**src/rtl/hazard_ctrl.sv**
```systemverilog
// hazard_ctrl: load-use / branch / memory-wait hazard controller
// for the 5-stage core, with saturating stall and flush counters.
module hazard_ctrl #(
  parameter int CNT_W       = 16,
  parameter int MEM_TIMEOUT = 8
) (
  input  logic             clk,
  input  logic             reset,
  input  logic [4:0]       id_rs1,
  input  logic [4:0]       id_rs2,
  input  logic             id_use_rs1,
  input  logic             id_use_rs2,
  input  logic [4:0]       ex_rd,
  input  logic             ex_reg_wb,
  input  logic             ex_wb_sel,
  input  logic             branch_taken,
  input  logic             mem_req,
  input  logic             mem_ready,
  output logic             stall_pc,
  output logic             stall_if_id,
  output logic             stall_id_ex,
  output logic             stall_ex_mem,
  output logic             bubble_id_ex,
  output logic             flush_if_id,
  output logic             mem_err,
  output logic [CNT_W-1:0] stall_count,
  output logic [CNT_W-1:0] flush_count
);

  localparam int WW = $clog2(MEM_TIMEOUT + 1);
  localparam logic [WW-1:0] W_TO = WW'(MEM_TIMEOUT);

  localparam logic [1:0] RUN      = 2'd0;
  localparam logic [1:0] MEM_WAIT = 2'd1;
  localparam logic [1:0] ERROR    = 2'd2;

  logic [1:0]       r_state;
  logic [1:0]       w_next;
  logic [WW-1:0]    r_wait;
  logic             r_mem_err;
  logic [CNT_W-1:0] r_stall_cnt;
  logic [CNT_W-1:0] r_flush_cnt;

  logic w_loaduse;
  logic w_memhold;
  logic w_run;
  logic w_hold;
  logic w_flush;
  logic w_lu;
  logic w_on;

  assign w_loaduse = ex_reg_wb & ex_wb_sel & (ex_rd != 5'd0) &
                     ((id_use_rs1 & (id_rs1 == ex_rd)) |
                      (id_use_rs2 & (id_rs2 == ex_rd)));
  assign w_memhold = mem_req & ~mem_ready;

  // Hazard decode; the release cycle of MEM_WAIT decodes like RUN.
  always_comb begin
    w_run   = (r_state == RUN) |
              ((r_state == MEM_WAIT) & mem_ready);
    w_hold  = (r_state == ERROR) |
              ((r_state == MEM_WAIT) & ~mem_ready) |
              ((r_state == RUN) & w_memhold);
    w_flush = w_run & ~w_hold & branch_taken;
    w_lu    = w_run & ~w_hold & ~branch_taken & w_loaduse;
  end

  // Outputs forced low while reset is held, independent of inputs.
  assign w_on         = ~reset;
  assign stall_pc     = w_on & (w_hold | w_lu);
  assign stall_if_id  = w_on & (w_hold | w_lu);
  assign stall_id_ex  = w_on & w_hold;
  assign stall_ex_mem = w_on & w_hold;
  assign bubble_id_ex = w_on & (w_flush | w_lu);
  assign flush_if_id  = w_on & w_flush;
  assign mem_err      = r_mem_err;
  assign stall_count  = r_stall_cnt;
  assign flush_count  = r_flush_cnt;

  // Next-state selection for the memory wait / timeout FSM.
  always_comb begin
    w_next = r_state;
    case (r_state)
      RUN:
        if (w_memhold) w_next = MEM_WAIT;
      MEM_WAIT:
        if (mem_ready) w_next = RUN;
        else if (r_wait == W_TO) w_next = ERROR;
      ERROR:
        w_next = ERROR;
      default:
        w_next = RUN;
    endcase
  end

  // State, wait counter and sticky error flag.
  always_ff @(posedge clk or posedge reset) begin
    if (reset) begin
      r_state   <= RUN;
      r_wait    <= '0;
      r_mem_err <= 1'b0;
    end else begin
      r_state <= w_next;
      if (r_state == RUN && w_memhold)
        r_wait <= WW'(1);
      else if (r_state == MEM_WAIT && mem_ready)
        r_wait <= '0;
      else if (r_state == MEM_WAIT && r_wait != W_TO)
        r_wait <= r_wait + WW'(1);
      if (w_next == ERROR)
        r_mem_err <= 1'b1;
    end
  end

  // Saturating debug counters of stall cycles and branch flushes.
  always_ff @(posedge clk or posedge reset) begin
    if (reset) begin
      r_stall_cnt <= '0;
      r_flush_cnt <= '0;
    end else begin
      if (stall_pc && r_stall_cnt != '1)
        r_stall_cnt <= r_stall_cnt + CNT_W'(1);
      if (flush_if_id && r_flush_cnt != '1)
        r_flush_cnt <= r_flush_cnt + CNT_W'(1);
    end
  end

endmodule

```
**config.mk**
```make
export PLATFORM = sky130hd
export DESIGN_NAME = hazard_ctrl
export DESIGN_NICKNAME = d
export VERILOG_FILES = /design/src/rtl/hazard_ctrl.sv
export SDC_FILE = /design/constraint.sdc
export NUM_CORES = 1
export LEC_CHECK = 0
export CAP_MARGIN = 25
export CORE_MARGIN = 5
export CORE_UTILIZATION = 47
export DETAILED_ROUTE_END_ITERATION = 8
export GPL_ROUTABILITY_DRIVEN = 0
export HOLD_SLACK_MARGIN = 0.15
export PLACE_DENSITY = 0.88
export SYNTH_ARGS = -nofsm -noshare
export SYNTH_HDL_FRONTEND = slang
export SYNTH_SLANG_ARGS = --single-unit
```
**constraint.sdc**
```tcl
create_clock -name clk -period 2.4 [get_ports clk]
set_clock_uncertainty 0.05 [all_clocks]
set_input_delay 0.36 -clock clk [delete_from_list [all_inputs] [get_ports clk]]
set_output_delay 0.36 -clock clk [all_outputs]
set_load 0.1 [all_outputs]
```
==> impl_results.md <==
* Hold WC Path Type: reg2reg
* Detailed-placement wirelength estimate at slightly below 4000 um
* Yosys cell types at 39
* CP Class: in2out
* Worst Tran Pin Value at between 0.3 and 0.4 ns
* Via density at approximately 5.5
* Main synth FF type: dfrtp_1
* Status: complete, no violations
* Global Route met2 Usage at between 20 and 30%
* Core area at approximately 4400 um^2
* RSZ-0062 raised after global routing: false
* CTS H-tree lvls at 2
* Worst Path Max Fanout at 3
* CTS buffer count at 5
* Chip height at between 70 and 80 um
* Antenna Violating Nets Remaining at 0
* Layout net count at between 300 and 400
* Crit path cell chain: dlygate4sd2_1 > or4_4 > nor2_4 > nor4_4 > a21oi_4 > clkinvlp_4 > buf_12
* Vias in the first global route at 1914
* WL per Instance at about 15 um
* Maxcap violations at 0
* GR peak layer: met2
* Max incr delay on CP at roughly 0.54 ns
* Post-synth top area share at 46.1%
* WHS at around 0.42 ns
* Worst-skew pair later-pin latency at roughly 0.28 ns
* Syn Inst Count at between 200 and 250
* Site Rows at 24
* P_sw at 1.35 mW
* Drt drc at 0
* Post-synth EDFFs at 0
* Syn nets at ~230
* I/O pin count at 63
* Worst EP arrival at ~1.9 ns
* Dpl cells at 331
* Pwr/cell area at 891 nW/um^2
* Post-synthesis instance area at ~2100 um^2
* Final period util at 97.9%
* Clk buf depth at 2
* Final Hold Viols at 0
* Synthesis-to-layout area growth at 41.9%
* Vias at roughly 1800
* Avg Inst Size Synth at around 10 um^2
* First-pass GRT wire length at 8800 um
* P_leak at ~1.3 nW
* CTS Root Buffer Type: clkbuf_8
* Crit. End Element: output pin
* Max_slew headroom at 73.4%
* Final setup vio count at 0
* #FFs+latches synth at 39
* Global Route met3 Usage at between 5 and 6%
* Grt met1 use at between 20 and 25%
* Synth top area cells: dfrtp_1 (46%), xnor2_1 (9.1%), xor2_1 (5.4%)
* Seq/Total Area, Yosys at a little under half
* P_int at roughly 1.3 mW
* Initial antenna violation count at 0
* Non-Filler Instances at ~340
* CTS Hold Bufs at 0
* Filler cells at between 300 and 400
* Diodes inserted at 0
* DIE WIDTH at ~77 um
* Largest net degree at the start of global routing at 24
* GRT Total Usage at 17.7%
* Grt ovf at 0
* Commonest non-fill, non-tap cell in the layout: buf_4
* Share of power burned in registers at between 30% and 40%
* Fraction of registers with async set/reset at 100%
* Crit path buf inv count at 3
* Starting density of the core at just under 50%
* Clock Pin Slew Worst Setup and Hold Paths at roughly 0.060 ns
* Most frequent cells in the layout: buf_4 (49), dfrtp_1 (28), nand2_1 (23), xnor2_1 (22), clkdlybuf4s50_1 (18)
* Sw Ratio at 50.2%
* Post-Route WL at 5080 um
* Clk sinks at 39
* Final worst path period need at between 2 and 2.5 ns
* DRT Pass-1 Iters at 4
* Achievable frequency at about 430 MHz
* Tot Pwr at between 2 and 3 mW
* CTS tree: yes
* Yosys warns at 0
* CP Launch Type: input port
* Multi-input logic area at roughly 1100 um^2
* Final max-slew violation count at 0
* Comb power frac at 49.0%
* Worst Path Required at just under 2 ns
* Peak VDD IR at between 1 and 1.5 mV
* FF/Latch Area at 990 um^2
* Die Area at around 6000 um^2
* Clk pwr share at 16.3%
* Critical-path top delay cell: or4_4
* Worst path top cell family by delay: simple AND/OR/NAND/NOR gates
* Port Buf Inserts at just over 60
* Cell taking the most area after synthesis: dfrtp_1
* Layout cell share with drive strength beyond 1 at 32.4%
* DRT iter0 DRCs at ~110
-- cell families (layout without fill, tap and decap cells) --
group,after synthesis,count (layout),synth area share [%]
compound gates,21,21,7.03
xor+xnor,35,35,14.5
fa+ha+maj,4,4,2.36
buf+inv,10,92,2.66
flops,39,39,46.1
mux,6,6,3.19
simple gates,90,90,24.2
-- per-layer routing --
| layer | vias up | share of wire [%] |
|---|---|---|
| li1 | 877 | - |
| met1 | 896 | 43 |
| met2 | 67 | 49 |
| met3 | 8 | 6.1 |
| met4 | 0 | 1.3 |
| met5 | - | 0 |
-- through the flow --
step	util (%)	cell area [um^2]	setup slack, ns	setup TNS [ns]
floorplan	-	2170	-0.271	-0.308
global placement	66.8	2910	-0.203	-2.18
detailed placement	66.8	2910	-0.253	-2.81
CTS	69.0	3000	0.0225	0
global route	69.1	3010	0.00166	0
finish	69.1	3010	0.0494	0
-- registers in the layout (all words and copies together), names as in the netlist --
name         cells
r_state          2
mem_err          1
stall_count     16
r_wait           4
flush_count     16
-- cell type report --
| class | count | share of cell area [%] |
|---|---|---|
| clock buffers | 7 | 2.87 |
| clock inverters | 1 | 0.166 |
| inverters | 6 | 0.999 |
| multi-input cells | 156 | 37.1 |
| flip-flops and latches | 39 | 32.9 |
| well taps | 52 | 2.16 |
| repair buffers | 78 | 23.8 |
-- power by group through the flow --
stage / registers, mW / logic [mW] / clock network, mW
3_5_place_dp: 0.936 / 1.32 / 0
5_1_grt: 0.951 / 1.37 / 0.491
2_1_floorplan: 1.64 / 0.278 / 0
3_3_place_gp: 0.934 / 1.30 / 0
4_1_cts: 0.925 / 1.32 / 0.457
6_report: 0.929 / 1.31 / 0.436
-- Yosys cell counts (3+ instances only) --
library cell	instances
and3_1	3
xnor2_1	22
buf_4	3
o21ai_0	3
nand2b_1	5
nand3_1	12
mux2_2	3
nand2_1	23
and2_1	3
mux2_1	3
xor2_1	13
dfrtp_1	39
ha_1	4
nand4_1	8
a21oi_1	7
and4_1	3
inv_1	6
nor4_2	5
nor2_1	14
nor3_1	5
-- repair_timing --
item | in CTS | in global routing
pin swaps | 3 | 1
buffers inserted | 0 | 0
hold endpoints to repair | 0 | 0
setup endpoints to repair | 2 | 4
gates resized for setup | 7 | 1
-- final timing paths --
check / cells past startpoint / slack [ns] / end / from
max: 7 / 0.05 / stall_if_id / ex_rd[2]
min: 1 / 0.42 / mem_err / mem_err
max reg2reg: 8 / 0.22 / stall_count[8] / r_state[0]
min reg2reg: 1 / 0.42 / mem_err / mem_err
max in group asynchronous: 4 / 1.49 / r_state[0] / reset
min in group asynchronous: 4 / 0.54 / flush_count[3] / reset
-- worst reg2reg max path, delay by kind of cell (launching register included) --
kind                   cells  cell delay, ns
XOR/XNOR                   1            0.18
flip-flops                 1            0.47
buffers and inverters      2            0.38
AO/OA/AOI/OAI              2            0.29
AND/OR/NAND/NOR            3            0.76
Power figures use the tool's default switching activity.
